[config.mk]
export PLATFORM = sky130hd
export DESIGN_NAME = dvi_link_sequencer
export DESIGN_NICKNAME = d
export VERILOG_FILES = /design/src/rtl/dvi_link_sequencer.sv
export SDC_FILE = /design/constraint.sdc
export NUM_CORES = 1
export LEC_CHECK = 0
export BUFFER_PORTS_ARGS = -buffer_cell sky130_fd_sc_hd__buf_2
export CORE_UTILIZATION = 55
export CTS_CLUSTER_DIAMETER = 200
export DETAILED_ROUTE_END_ITERATION = 10
export PLACE_DENSITY = 0.86
export SYNTH_ARGS = -nofsm -noshare
export SYNTH_HDL_FRONTEND = slang
export SYNTH_SLANG_ARGS = --single-unit
[constraint.sdc]
create_clock -name clock -period 3.15 [get_ports clock]
set_input_delay 0.1575 -clock clock [delete_from_list [all_inputs] [get_ports clock]]
set_output_delay 0.1575 -clock clock [all_outputs]
set_load 0.005 [all_outputs]
[src/rtl/dvi_link_sequencer.sv]
// DVI link bring-up: qualify both PLL locks, pulse serializer/timing resets, blank then active video.
// Optional frame watchdog enabled by defining DVI_SEQ_WATCHDOG_EN.
module dvi_link_sequencer #(
  parameter int unsigned LOCK_STABLE_CYCLES = 1024,
  parameter int unsigned SER_RESET_CYCLES   = 16,
  parameter int unsigned BLANK_FRAMES       = 2,
  parameter int unsigned FRAME_TIMEOUT      = 2000000
) (
  input  logic       clock,
  input  logic       reset,
  input  logic       enable,
  input  logic       pll_lock,
  input  logic       pll_lock_ser,
  input  logic       frame_start,
  input  logic       relock_clear,
  output logic       ser_reset,
  output logic       timing_reset,
  output logic       video_active,
  output logic       link_up,
  output logic [2:0] state,
  output logic [7:0] relock_count,
  output logic       wdt_fault
);

  typedef enum logic [2:0] {
    IDLE         = 3'd0,
    WAIT_LOCK    = 3'd1,
    SER_RESET    = 3'd2,
    TIMING_START = 3'd3,
    BLANK        = 3'd4,
    ACTIVE       = 3'd5
  } state_t;

  localparam int unsigned M1 =
    (LOCK_STABLE_CYCLES > SER_RESET_CYCLES) ?
    LOCK_STABLE_CYCLES : SER_RESET_CYCLES;
  localparam int unsigned M2 =
    (M1 > BLANK_FRAMES) ? M1 : BLANK_FRAMES;
  localparam int unsigned CW = $clog2(M2 + 1);

  localparam logic [CW-1:0] LOCK_LAST  = CW'(LOCK_STABLE_CYCLES - 1);
  localparam logic [CW-1:0] SER_LAST   = CW'(SER_RESET_CYCLES - 1);
  localparam logic [CW-1:0] BLANK_LAST = CW'(BLANK_FRAMES - 1);

  state_t        cur;
  state_t        nxt;
  logic [CW-1:0] cnt;
  logic [1:0]    sync_pix;
  logic [1:0]    sync_ser;
  logic          lock_ok;
  logic          lock_loss;
  logic          wdt_hit;

  always_ff @(posedge clock or posedge reset) begin
    if (reset) begin
      sync_pix <= '0;
      sync_ser <= '0;
    end else begin
      sync_pix <= {sync_pix[0], pll_lock};
      sync_ser <= {sync_ser[0], pll_lock_ser};
    end
  end

  assign lock_ok = sync_pix[1] & sync_ser[1];

  always_comb begin
    nxt       = cur;
    lock_loss = 1'b0;
    if (!enable) begin
      nxt = IDLE;
    end else if (!lock_ok && cur >= SER_RESET) begin
      nxt       = WAIT_LOCK;
      lock_loss = 1'b1;
    end else if (wdt_hit) begin
      nxt = SER_RESET;
    end else begin
      unique case (cur)
        IDLE:         nxt = WAIT_LOCK;
        WAIT_LOCK:    if (lock_ok && cnt == LOCK_LAST) nxt = SER_RESET;
        SER_RESET:    if (cnt == SER_LAST) nxt = TIMING_START;
        TIMING_START: nxt = BLANK;
        BLANK:        if (frame_start && cnt == BLANK_LAST) nxt = ACTIVE;
        ACTIVE:       nxt = ACTIVE;
        default:      nxt = IDLE;
      endcase
    end
  end

  always_ff @(posedge clock or posedge reset) begin
    if (reset) cur <= IDLE;
    else       cur <= nxt;
  end

  // One shared counter: lock stability, reset length or blank frames.
  always_ff @(posedge clock or posedge reset) begin
    if (reset) begin
      cnt <= '0;
    end else if (nxt != cur) begin
      cnt <= '0;
    end else begin
      unique case (cur)
        WAIT_LOCK: cnt <= lock_ok ? cnt + 1'b1 : '0;
        SER_RESET: cnt <= cnt + 1'b1;
        BLANK:     if (frame_start) cnt <= cnt + 1'b1;
        default:   cnt <= '0;
      endcase
    end
  end

  always_ff @(posedge clock or posedge reset) begin
    if (reset)
      relock_count <= '0;
    else if (relock_clear)
      relock_count <= {7'd0, lock_loss};
    else if (lock_loss && relock_count != 8'hFF)
      relock_count <= relock_count + 1'b1;
  end

`ifdef DVI_SEQ_WATCHDOG_EN
  localparam int unsigned WW = $clog2(FRAME_TIMEOUT + 1);
  localparam logic [WW-1:0] WDT_LAST = WW'(FRAME_TIMEOUT - 1);

  logic [WW-1:0] wdt_cnt;
  logic          wdt_flag;
  logic          in_video;
  logic          wdt_trip;

  assign in_video = (cur == BLANK) || (cur == ACTIVE);
  assign wdt_hit  = in_video && !frame_start && wdt_cnt == WDT_LAST;
  assign wdt_trip = wdt_hit && enable && lock_ok;

  always_ff @(posedge clock or posedge reset) begin
    if (reset) begin
      wdt_cnt  <= '0;
      wdt_flag <= 1'b0;
    end else begin
      if (nxt != cur || frame_start) wdt_cnt <= '0;
      else if (in_video)             wdt_cnt <= wdt_cnt + 1'b1;
      if (wdt_trip)          wdt_flag <= 1'b1;
      else if (relock_clear) wdt_flag <= 1'b0;
    end
  end

  assign wdt_fault = wdt_flag;
`else
  assign wdt_hit   = 1'b0;
  assign wdt_fault = 1'b0;
`endif

  assign state = cur;

  always_comb begin
    ser_reset    = 1'b1;
    timing_reset = 1'b1;
    video_active = 1'b0;
    link_up      = 1'b0;
    unique case (1'b1)
      (cur == TIMING_START): ser_reset = 1'b0;
      (cur == BLANK): begin
        ser_reset    = 1'b0;
        timing_reset = 1'b0;
      end
      (cur == ACTIVE): begin
        ser_reset    = 1'b0;
        timing_reset = 1'b0;
        video_active = 1'b1;
        link_up      = 1'b1;
      end
      default: ;
    endcase
  end

endmodule

==> qor.csv, run 1 <==
stage;metric;value;unit
cts;Reg clk slew, reported paths;140;ps
sta;max-slew violation count;0;
logic_synthesis;Synth Area in XOR/XNOR;0.07692;
logic_synthesis;Synth Area in Simple Gates;0.3195;
sta;Worst-Margin Slew;984.3;ps
pwr;Cell Pwr Density;317.0;nW/um2
final_layout;ratio of cells with drive above 1 in the final layout;0.1742;
global_routing;gr usage total;0.2258;
logic_synthesis;post-synthesis compound-gate area fraction;0.08284;
floorplan;Ports;23;
floorplan;std cell rows;18;
worst_setup_path;Reg2Reg Setup Slack;1190;ps
global_routing;first-pass GRT wire length;4.692;mm
floorplan;core area;2500;um2
cts;worst skew pair latency;320;ps
worst_setup_path;Critical Path RT;3380;ps
global_routing;GR Overflow Total;0;
place;DP HPWL;2.063;mm
logic_synthesis;Post-Syn Nets;168;
worst_setup_path;Arr. time, crit path;2190;ps
global_routing;initial antenna violation count;0;
sta;worst clock skew;7.097;ps
cts;clock buffer depth;2;
final_layout;Final #Nets;190;
sta;setup violators final;0;
worst_hold_path;HP Class;input pin to async pin;
sta;Rel. slew slack;0.3431;
place;Placed Cells;203;
route;mean routed wirelength per cell;13.54;um
sta;RSZ-0062 raised after global routing;false;
logic_synthesis;mapped cell area;1480;um2
sta;Fmax;509.3;MHz
logic_synthesis;#FFs+latches synth;26;
logic_synthesis;Post-synth top flop;dfrtp_1;
cts;H-tree Lvls;1;
route;DR DRC count;0;
final_layout;ANT cells;0;
job;Max Cap Viol;0;
cts;clk root buf;clkbuf_4;
route;Routed Antenna Nets;0;
cts;CTS tree;yes;
route;drt via density;5.827;
route;via count;1212;
pwr;VDD IR max;321.0;uV
worst_setup_path;startpoint types;flop;
worst_setup_path;Setup Crit Path Kind;flop to flop;
logic_synthesis;Post-Synthesis Cells;158;
route;final WL;2.816;mm
floorplan;overall die width;53.88;um
sta;crit share post-route;0.6233;
worst_setup_path;Reg2Reg Depth;6;
logic_synthesis;count of cell types in the netlist;48;
place;Port Buffers;21;
cts;clock sinks;26;
logic_synthesis;Seq/Total Area, Yosys;0.4396;
logic_synthesis;Synthesis Warnings;0;
logic_synthesis;Post-synth EDFFs;0;
logic_synthesis;multiplexer share of the synthesized area;0.006762;
logic_synthesis;Syn Area/Cell;9.368;um2
logic_synthesis;asr flop ratio synth;1.000;
place;Placer Congestion;0.8491;
pwr;Pleak;0.7253;nW
sta;Post-Route Setup TNS;0;ps
route;DRT iter0 DRCs;18;
cts;post-CTS sizing;0;
floorplan;Starting Density;0.5921;
final_layout;Area Growth Syn to Fin;9.383;%
route;DRT Pass-1 Iters;4;
logic_synthesis;largest family of logic cells by synthesized area;simple AND/OR/NAND/NOR gates;
worst_setup_path;maximum fanout along the worst path;8;
global_routing;vias in the first global route;1146;
global_routing;largest net degree at the start of global routing;27;
final_layout;Finished Layout Cells;208;
worst_setup_path;CP Capture Type;flop;
cts;Inserted Clock Buffers;3;
floorplan;Total Die Area;2903;um2
logic_synthesis;area share of fa/ha/maj cells after synthesis;0.02536;
sta;Tmin final;1963;ps
sta;final hold viol count;0;
floorplan;Die H;53.88;um
outcome;status;complete, no violations;
==> per-layer routing <==
metal / track usage / vias up / wire (um)
met5: 0 / - / 0
met4: 0.05263 / 0 / 27
met3: 0.05085 / 5 / 100
met2: 0.4342 / 26 / 1394
met1: 0.2455 / 588 / 1294
li1: - / 593 / -
==> power breakdown <==
group / leakage, nW / internal (W) / switching, W
clock network: 0.0138 / 0.0000449 / 0.0000980
registers: 0.352 / 0.000337 / 0.00000430
logic: 0.360 / 0.0000105 / 0.0000182
total: 0.725 / 0.000393 / 0.000120
==> kinds of logic after synthesis <==
logic type / count (synthesis)
AO/OA/AOI/OAI: 19
XOR/XNOR: 13
adder cells (fa/ha/maj): 3
buffers and inverters: 12
flip-flops: 26
multiplexers: 1
other: 1
AND/OR/NAND/NOR: 83
==> final timing paths <==
kind | start | to
worst max register to register | cnt[0]$_DFFE_PP0P_ | cnt[9]$_DFFE_PP0P_
worst min register to register | sync_pix[0]$_DFF_PP0_ | sync_pix[1]$_DFF_PP0_
worst min-delay path | reset | cnt[0]$_DFFE_PP0P_
worst max-delay path | cnt[0]$_DFFE_PP0P_ | cnt[9]$_DFFE_PP0P_
min in group clock | relock_clear | relock_count[3]$_DFFE_PP0P_
max in group asynchronous | reset | sync_ser[1]$_DFF_PP0_
==> layout make-up <==
cell class                 instances  area [um2]
clock buffer                       3       22.52
fill                             214       880.8
inverter                           6       22.52
multi-input combinational        120       760.7
sequential                        26       650.6
tap                               30       37.54
timing repair buffer              23       125.1
==> Yosys cell counts (2+ instances only) <==
library cell,count,area share
dfrtp_1,26,0.44
nor2_1,25,0.063
nand2_1,13,0.033
xor2_1,9,0.053
a21oi_1,6,0.020
nand4_1,6,0.025
inv_1,5,0.013
nand3_1,5,0.017
nor3_1,4,0.014
xnor2_1,4,0.024
and2_1,3,0.013
ha_1,3,0.025
nor2b_1,3,0.013
nor3b_1,3,0.015
o21ai_0,3,0.010
and3_1,2,0.0085
and3b_1,2,0.012
buf_4,2,0.010
buf_6,2,0.015
nand2b_1,2,0.0085
o211ai_1,2,0.010
or4_1,2,0.010
==> critical path, cell delays in order, from the launching register on <==
cell	delay, ps
dfrtp_1	440
ha_1	220
or2b_1	240
or4_4	430
a311o_1	340
nand3_4	120
nor2_1	60
==> layout by cell type (no fill, tap or decap), types with 2 or more instances in the layout <==
cell type      synthesis  layout
a21oi_1                6       6
and2_1                 3       3
and3_1                 2       2
and3b_1                2       2
buf_2                  1      21
clkbuf_4               0       3
dfrtp_1               26      26
dlygate4sd3_1          0       2
ha_1                   3       3
inv_1                  5       5
nand2_1               13      13
nand2b_1               2       2
nand3_1                5       5
nand4_1                6       6
nor2_1                25      25
nor2b_1                3       3
nor3_1                 4       4
nor3b_1                3       3
o211ai_1               2       2
o21ai_0                3       3
or4_1                  2       2
xnor2_1                4       4
xor2_1                 9       9
==> registers in the layout, summed over array words and instances (netlist names) <==
signal,flops
cnt,11
relock_count,8
state,3
sync_pix,2
sync_ser,2
==> timing repair <==
item                                   in CTS  in global routing
buffers inserted                            0                  0
endpoints found under the hold margin       2                  0
hold buffers                                2                  0
==> metrics by stage <==
| step | cell area [um2] | power (W) | setup slack, ps | hold WS, ps | util |
|---|---|---|---|---|---|
| floorplan | 1480 | 0.0003664 | 1343 | 188.9 | - |
| global placement | 1577 | 0.0003734 | 1274 | 265.4 | 0.6306 |
| detailed placement | 1577 | 0.0003750 | 1233 | 268.8 | 0.6306 |
| CTS | 1619 | 0.0005155 | 1184 | 64.12 | 0.6476 |
| global route | 1619 | 0.0005303 | 1093 | 85.14 | 0.6476 |
| finish | 1619 | 0.0005132 | 1187 | 33.72 | 0.6476 |
Power figures use the tool's default switching activity.
==> run 2, diff against run 1 <==
--- a/config.mk
+++ b/config.mk
@@ -5,11 +5,12 @@
 export SDC_FILE = /design/constraint.sdc
 export NUM_CORES = 1
 export LEC_CHECK = 0
+export ABC_AREA = 1
 export BUFFER_PORTS_ARGS = -buffer_cell sky130_fd_sc_hd__buf_2
-export CORE_UTILIZATION = 55
+export CORE_UTILIZATION = 51
 export CTS_CLUSTER_DIAMETER = 200
 export DETAILED_ROUTE_END_ITERATION = 10
-export PLACE_DENSITY = 0.86
+export PLACE_DENSITY = 0.83
 export SYNTH_ARGS = -nofsm -noshare
 export SYNTH_HDL_FRONTEND = slang
 export SYNTH_SLANG_ARGS = --single-unit
==> constraint.sdc (replaced) <==
create_clock -name clock -period 1.6 [get_ports clock]
set_input_delay 0.08 -clock clock [delete_from_list [all_inputs] [get_ports clock]]
set_output_delay 0.08 -clock clock [all_outputs]
set_load 0.005 [all_outputs]
==> run 2 against run 1 <==
  * The flow now finishes with violations (design-rule violations, negative setup slack)
  * Largest power group unchanged
  * Flip-flop and latch count unchanged
  * Count of clock-buffer cells in the layout unchanged
  * First-iteration DRC count increased to 3.6 times the previous value
  * Sequential power increased by 96%
  * Worst hold slack improved by 46 ps
  * Core utilization increased by 9.9 points
  * Fmax increased by 14%
==> qor.csv, run 2 <==
stage;metric;value;unit;change
job;Max Cap Viol;0;;unchanged
pwr;Pint;0.0007989;W;was 0.0003927 W
floorplan;Ports;23;;unchanged
final_layout;max FFs per register;11;;unchanged
sta;RSZ-0062 raised after global routing;true;;was false
floorplan;overall die width;57.47;um;was 53.88 um
worst_setup_path;CP Capture Type;flop;;unchanged
floorplan;core area;2829;um2;was 2500 um2
global_routing;first-pass GRT wire length;6.154;mm;was 4.692 mm
worst_setup_path;CP peak stage delay;440;ps;about the same
worst_setup_path;slowest CP cell;dfrtp_1;;unchanged
place;Placed Cells;278;;was 203
global_routing;gr usage total;0.2397;;was 0.2258
worst_setup_path;reg2reg start;cnt[1]$_DFFE_PP0P_;;was cnt[0]$_DFFE_PP0P_
logic_synthesis;mapped cell area;1569;um2;was 1480 um2
pwr;sw frac;0.2483;;was 0.2348
logic_synthesis;Post-Syn Nets;216;;was 168
pwr;Reg power frac;0.630;;was 0.666
floorplan;Starting Density;0.5546;;was 0.5921
final_layout;Area Growth Syn to Fin;34.69;%;was 9.383%
outcome;failing checks;design-rule violations, negative setup slack;;
pwr;VDD IR max;515.1;uV;was 321.0 uV
logic_synthesis;Synth top cells by count;nand2_1, inv_1, dfrtp_1, nor2_1;;was dfrtp_1, nor2_1, nand2_1, xor2_1
logic_synthesis;asr flop ratio synth;1.000;;unchanged
route;DRT Pass-1 Iters;7;;was 4
pwr;Cell Pwr Density;502.9;nW/um2;was 317.0 nW/um2
route;via count;1557;;was 1212
logic_synthesis;count of cell types in the netlist;26;;was 48
pwr;Clock power frac;0.255;;was 0.278
pwr;overall power;0.001063;W;was 0.0005132 W
final_layout;area occupied by multi-input gates;875.8;um2;was 760.7 um2
pwr;Pleak;1.086;nW;was 0.7253 nW
worst_setup_path;Setup Crit Path Kind;flop to flop;;unchanged
floorplan;std cell rows;19;;was 18
final_layout;most frequent cells in the layout;inv_1, buf_4, nand2_1, dfrtp_1, buf_2;;was dfrtp_1, nor2_1, buf_2, nand2_1, xor2_1
worst_hold_path;Worst Min Path Start;enable;;
worst_setup_path;Reg2Reg Depth;11;;was 6
worst_setup_path;cell with the most instances on the worst path;nand2_4;;
route;mean routed wirelength per cell;13.43;um;was 13.54 um
route;DRT iter0 DRCs;64;;was 18
cts;CTS tree;yes;;unchanged
global_routing;initial antenna violation count;0;;unchanged
route;final WL;3.947;mm;was 2.816 mm
final_layout;Finished Layout Cells;294;;was 208
floorplan;Total Die Area;3302;um2;was 2903 um2
route;Routed Antenna Nets;0;;unchanged
logic_synthesis;Post-synth top flop;dfrtp_1;;unchanged
final_layout;register area;651.9;um2;was 650.6 um2
worst_setup_path;Crit path depth;11;;was 6
logic_synthesis;Synth area leaders;dfrtp_1, nand2_1, inv_1;;was dfrtp_1, nor2_1, xor2_1
worst_setup_path;startpoint types;flop;;unchanged
cts;H-tree Lvls;1;;unchanged
cts;worst skew pair latency;320;ps;about the same
sta;Tmin final;1728;ps;was 1963 ps
place;Placer Congestion;0.8596;;was 0.8491
place;Port Buffers;21;;unchanged
logic_synthesis;Syn Area/Cell;7.617;um2;was 9.368 um2
worst_setup_path;Top delay family on crit path;simple AND/OR/NAND/NOR gates;;unchanged
sta;Fmax;578.6;MHz;was 509.3 MHz
cts;Inserted Clock Buffers;3;;unchanged
final_layout;ratio of cells with drive above 1 in the final layout;0.4183;;was 0.1742
place;Place WS;-139.8;ps;was 1233 ps
logic_synthesis;Post-synth EDFFs;0;;unchanged
pwr;switching power;0.0002638;W;was 0.0001205 W
route;DR DRC count;1;;was 0
worst_setup_path;CP Cell Sequence;ha_4 -> nand2_4 -> nor2_4 -> nand2_4 -> o21ai_2 -> nand3_1 -> nand2_1 -> nand3_1 -> nand2_2 -> nand2_4 -> nor2_2;;was ha_1 -> or2b_1 -> or4_4 -> a311o_1 -> nand3_4 -> nor2_1
sta;crit share post-route;1.080;;was 0.6233
cts;clk root buf;clkbuf_4;;unchanged
outcome;status;finished with violations;;was complete, no violations
final_layout;ANT cells;0;;unchanged
global_routing;GR Overflow Total;0;;unchanged
sta;Post-Route Setup TNS;-1212;ps;was 0 ps
pwr;Comb pwr share;0.116;;was 0.056
sta;setup violators final;11;;was 0
worst_hold_path;HP Class;input pin to flop;;was input pin to async pin
logic_synthesis;cell taking the most area after synthesis;dfrtp_1;;unchanged
floorplan;Die H;57.47;um;was 53.88 um
logic_synthesis;Post-Synthesis Cells;206;;was 158
sta;Final WS setup;-128.4;ps;was 1187 ps
cts;clock buffer depth;2;;unchanged
logic_synthesis;Synthesis Warnings;0;;unchanged
worst_setup_path;Arr. time, crit path;1990;ps;was 2190 ps
final_layout;Final #Nets;275;;was 190
worst_hold_path;Hold Crit Depth;3;;
worst_setup_path;CP startpoint;cnt[1]$_DFFE_PP0P_;;was cnt[0]$_DFFE_PP0P_
global_routing;largest net degree at the start of global routing;27;;unchanged
sta;final hold viol count;0;;unchanged
cts;clock sinks;26;;unchanged
logic_synthesis;Seq/Total Area, Yosys;0.4147;;was 0.4396
final_layout;register name with the most flops;cnt;;unchanged
sta;Hold WS;79.55;ps;was 33.72 ps
place;DP HPWL;2.531;mm;was 2.063 mm
route;drt via density;5.296;;was 5.827
worst_setup_path;Reg2Reg Setup Slack;-130;ps;was 1190 ps
worst_setup_path;maximum fanout along the worst path;6;;was 8
worst_setup_path;Critical Path RT;1860;ps;was 3380 ps
logic_synthesis;Synth top area share;0.4147;;was 0.4396
sta;worst clock skew;6.690;ps;was 7.097 ps
worst_setup_path;worst path buffer plus inverter count;0;;unchanged
cts;Reg clk slew, reported paths;130;ps;was 140 ps
logic_synthesis;most numerous cell in the Yosys netlist;nand2_1;;was dfrtp_1
logic_synthesis;#FFs+latches synth;26;;unchanged
global_routing;vias in the first global route;1464;;was 1146
final_layout;FILL cells;191;;was 214
sta;max-slew violation count;0;;unchanged
run 2: path summary, 6_finish.rpt:
path,end
max,cnt[6]$_DFFE_PP0P_
min,state[2]$_DFF_PP0_
max reg2reg,cnt[6]$_DFFE_PP0P_
min reg2reg,sync_ser[1]$_DFF_PP0_
max in group asynchronous,state[2]$_DFF_PP0_
min in group asynchronous,relock_count[7]$_DFFE_PP0P_
run 2: worst register-to-register path, cell delays in order (launching register included):
cell and delay (ps):
dfrtp_1 440, ha_4 170, nand2_4 70, nor2_4 120, nand2_4 80, o21ai_2 160, nand3_1 100, nand2_1 110
nand3_1 90, nand2_2 120, nand2_4 110, nor2_2 110
run 2: cell type report:
class                           instances  area share
Sequential cell                        26      0.3085
Clock buffer                            3     0.01066
Inverter                               38     0.06750
Tap cell                               31     0.01835
Multi-Input combinational cell        140      0.4144
Timing Repair Buffer                   56      0.1806
run 2: power by group through the flow:
stage	sequential, W	combinational, W	clock, W
final	0.000669	0.000123	0.000271
after global routing	0.000671	0.000134	0.000304
after CTS	0.000669	0.000119	0.000279
after detailed placement	0.000681	0.0000966	0
after global placement	0.000681	0.0000957	0
after floorplan	0.000683	0.0000648	0
run 2: timing repair:
item	CTS	global route
setup buffers	3	6
setup endpoints to repair	13	19
hold buffers	4	0
endpoints found under the hold margin	29	0
cloned	1	0
resized for setup	12	18
pin swaps	2	16
run 2: logic make-up (layout without fill, tap and decap cells):
kind of cell	after synthesis	count (layout)	share of synthesized area
flops	26	26	0.4147
xor+xnor	3	3	0.01675
simple gates	105	106	0.3429
fa+ha+maj	3	3	0.02393
other cells	1	1	0.002390
buf+inv	41	97	0.1077
compound gates	27	27	0.09171
run 2: through the flow:
step	utilization	instance area [um2]
after CTS	0.7037	1991
after global routing	0.7470	2113
after floorplan	-	1572
after detailed placement	0.6581	1862
after global placement	0.6581	1862
final	0.7470	2113
run 2: layer usage:
metal	wire, um	vias to the layer above	GRT usage	share of wire
met2	2008	40	0.3953	0.51
met3	146	10	0.02948	0.037
met4	81	0	0.09756	0.021
met5	0	-	0	0
li1	-	760	-	-
met1	1710	747	0.3210	0.43
==> run 3, diff against run 2 <==
--- a/config.mk
+++ b/config.mk
@@ -9,6 +9,7 @@
 export BUFFER_PORTS_ARGS = -buffer_cell sky130_fd_sc_hd__buf_2
 export CORE_UTILIZATION = 51
 export CTS_CLUSTER_DIAMETER = 200
+export CTS_CLUSTER_SIZE = 12
 export DETAILED_ROUTE_END_ITERATION = 10
 export PLACE_DENSITY = 0.83
 export SYNTH_ARGS = -nofsm -noshare
==> constraint.sdc (replaced) <==
create_clock -name clock -period 1.6 [get_ports clock]
set_input_delay 0.08 -clock clock [delete_from_list [all_inputs] [get_ports clock]]
set_output_delay 0.08 -clock clock [all_outputs]
set_load 0.02 [all_outputs]
==> run 3 against run 2 <==
  * The flow still finishes with violations (design-rule violations, negative setup slack)
  * Count of clock-buffer cells in the layout unchanged
  * Core utilization fell by 0.35 points
  * Routed wire length is 3.8% lower
  * Critical path type unchanged
  * Critical endpoint is now cnt[9]$_DFFE_PP0P_
  * Highest routed layer unchanged
==> qor.csv, run 3 (synthesis results as in run 2) <==
stage;metric;value;unit;change
cts;Reg clk slew, reported paths;160;ps;was 130 ps
place;DP HPWL;2.441;mm;was 2.531 mm
worst_setup_path;startpoint types;flop;;unchanged
worst_setup_path;Reg2Reg Setup Slack;-170;ps;was -130 ps
place;Placer Congestion;0.8247;;was 0.8596
worst_setup_path;r2r endpoint;cnt[9]$_DFFE_PP0P_;;was cnt[6]$_DFFE_PP0P_
worst_setup_path;Critical Path RT;1820;ps;was 1860 ps
final_layout;register name with the most flops;cnt;;unchanged
pwr;Pleak;1.044;nW;was 1.086 nW
place;Place WS;-140.8;ps;was -139.8 ps
worst_setup_path;slowest CP cell;dfrtp_1;;unchanged
global_routing;initial antenna violation count;0;;unchanged
route;DRT Pass-1 Iters;7;;unchanged
final_layout;Final Util;0.7435;;was 0.7470
floorplan;std cell rows;19;;unchanged
worst_setup_path;Arr. time, crit path;1990;ps;about the same
floorplan;Total Die Area;3302;um2;unchanged
sta;Post-Route Setup TNS;-1582;ps;was -1212 ps
final_layout;FILL cells;215;;was 191
floorplan;Starting Density;0.5546;;unchanged
worst_hold_path;Worst Min Path Start;enable;;unchanged
worst_setup_path;maximum fanout along the worst path;6;;unchanged
route;via count;1547;;was 1557
worst_setup_path;CP Cell Sequence;ha_2 -> nand2_2 -> nor2_1 -> nand2_1 -> nand2_1 -> nand2_1 -> nand3_1 -> nand2_1 -> nand3_1 -> nand2_2 -> nand2_4 -> nor2_2;;was ha_4 -> nand2_4 -> nor2_4 -> nand2_4 -> o21ai_2 -> nand3_1 -> nand2_1 -> nand3_1 -> nand2_2 -> nand2_4 -> nor2_2
worst_setup_path;Reg2Reg Depth;12;;was 11
floorplan;overall die width;57.47;um;unchanged
sta;setup violators final;12;;was 11
pwr;Reg power frac;0.533;;was 0.630
cts;clock sinks;26;;unchanged
pwr;Clock power frac;0.367;;was 0.255
outcome;status;finished with violations;;unchanged
pwr;sw frac;0.2336;;was 0.2483
floorplan;Die H;57.47;um;unchanged
worst_setup_path;cell with the most instances on the worst path;nand2_1;;was nand2_4
final_layout;Final #Nets;274;;was 275
pwr;VDD IR max;458.5;uV;was 515.1 uV
floorplan;Ports;23;;unchanged
worst_setup_path;worst path buffer plus inverter count;0;;unchanged
worst_setup_path;Top delay family on crit path;simple AND/OR/NAND/NOR gates;;unchanged
sta;Tmin final;1769;ps;was 1728 ps
final_layout;commonest non-fill, non-tap cell in the layout;inv_1;;
final_layout;most frequent cells in the layout;inv_1, buf_4, nand2_1, dfrtp_1, buf_2;;unchanged
final_layout;Finished Layout Cells;294;;unchanged
sta;max-slew violation count;0;;unchanged
global_routing;first-pass GRT wire length;5.802;mm;was 6.154 mm
route;mean routed wirelength per cell;12.92;um;was 13.43 um
cts;worst skew pair latency;330;ps;was 320 ps
worst_hold_path;Worst Hold End;state[2]$_DFF_PP0_;;unchanged
worst_setup_path;CP peak stage delay;410;ps;was 440 ps
sta;Fmax;565.3;MHz;was 578.6 MHz
place;Placed Cells;275;;was 278
final_layout;ANT cells;0;;unchanged
final_layout;Area Growth Syn to Fin;34.05;%;was 34.69%
route;DR DRC count;1;;unchanged
cts;clk root buf;clkbuf_4;;unchanged
pwr;Pint;0.0009638;W;was 0.0007989 W
global_routing;largest net degree at the start of global routing;27;;unchanged
route;DRT iter0 DRCs;98;;was 64
pwr;Comb pwr share;0.100;;was 0.116
cts;H-tree Lvls;1;;unchanged
sta;RSZ-0062 raised after global routing;true;;unchanged
sta;worst clock skew;15.01;ps;was 6.690 ps
place;Port Buffers;21;;unchanged
global_routing;GR Overflow Total;0;;unchanged
worst_hold_path;Hold Crit Depth;3;;unchanged
sta;Final WS setup;-168.9;ps;was -128.4 ps
outcome;failing checks;design-rule violations, negative setup slack;;unchanged
worst_hold_path;HP Class;input pin to flop;;unchanged
cts;Inserted Clock Buffers;3;;unchanged
floorplan;core area;2829;um2;unchanged
global_routing;vias in the first global route;1402;;was 1464
route;drt via density;5.262;;was 5.296
sta;final hold viol count;0;;unchanged
final_layout;max FFs per register;11;;unchanged
pwr;switching power;0.0002937;W;was 0.0002638 W
cts;clock buffer depth;2;;unchanged
route;Routed Antenna Nets;0;;unchanged
pwr;Cell Pwr Density;597.9;nW/um2;was 502.9 nW/um2
final_layout;ratio of cells with drive above 1 in the final layout;0.4183;;unchanged
worst_setup_path;reg2reg start;cnt[1]$_DFFE_PP0P_;;unchanged
worst_setup_path;Setup Crit Path Kind;flop to flop;;unchanged
worst_setup_path;CP Capture Type;flop;;unchanged
sta;crit share post-route;1.106;;was 1.080
route;final WL;3.798;mm;was 3.947 mm
job;Max Cap Viol;0;;unchanged
cts;CTS tree;yes;;unchanged
global_routing;gr usage total;0.2254;;was 0.2397
run 3: worst max-delay path by stage:
stage	cells after the start	from	to	slack (ps)
after floorplan	10	relock_count[1]$_DFFE_PP0P_	relock_count[7]$_DFFE_PP0P_	3
after global placement	10	cnt[0]$_DFFE_PP0P_	cnt[3]$_DFFE_PP0P_	-90
after detailed placement	13	cnt[0]$_DFFE_PP0P_	cnt[5]$_DFFE_PP0P_	-140
after CTS	13	cnt[1]$_DFFE_PP0P_	cnt[9]$_DFFE_PP0P_	-70
after global routing	12	cnt[1]$_DFFE_PP0P_	cnt[10]$_DFFE_PP0P_	-260
final	12	cnt[1]$_DFFE_PP0P_	cnt[9]$_DFFE_PP0P_	-170
run 3: final cells by class:
cell class                 count  area, um2  share of cell area
inverter                      38      142.6             0.06782
multi-input combinational    140      842.1              0.4004
clock buffer                   3      22.52             0.01071
tap                           31      38.79             0.01844
timing repair buffer          55      374.1              0.1779
sequential                    26      653.1              0.3105
clock inverter                 1      30.03             0.01428
run 3: worst min-delay path: stages:
cell	delay (ps)
buf_2	110
nand3_1	130
inv_1	50
run 3: metal layers:
layer  track usage  part of all wire  wire, um
met1        0.2946              0.45      1714
met2        0.3837              0.49      1880
met3       0.03628             0.034       129
met4       0.06969             0.019        73
met5             0                 0         0
run 3: what timing repair did:
| action | CTS | global route |
|---|---|---|
| hold buffers | 4 | 0 |
| gates cloned | 1 | 0 |
| pin swaps | 4 | 10 |
| buffers inserted | 4 | 7 |
| hold endpoints to repair | 29 | 0 |
| resized for setup | 10 | 14 |
| setup endpoints to repair | 13 | 16 |
run 3: power groups by stage:
| stage | registers, W | logic (W) | clock network (W) |
|---|---|---|---|
| 6_report | 0.000670 | 0.000126 | 0.000462 |
| 5_1_grt | 0.000671 | 0.000137 | 0.000497 |
| 4_1_cts | 0.000670 | 0.000119 | 0.000465 |
| 3_5_place_dp | 0.000683 | 0.0000992 | 0 |
| 3_3_place_gp | 0.000682 | 0.0000989 | 0 |
| 2_1_floorplan | 0.000685 | 0.0000664 | 0 |
run 3: stage by stage:
| step | total power (W) | hold WS [ps] | cell area (um2) |
|---|---|---|---|
| 2_1_floorplan | 0.0007516 | 111.4 | 1574 |
| 3_3_place_gp | 0.0007808 | 150.6 | 1842 |
| 3_5_place_dp | 0.0007818 | 152.7 | 1842 |
| 4_1_cts | 0.001254 | 72.67 | 2004 |
| 5_1_grt | 0.001305 | 78.76 | 2103 |
| 6_report | 0.001258 | 74.44 | 2103 |
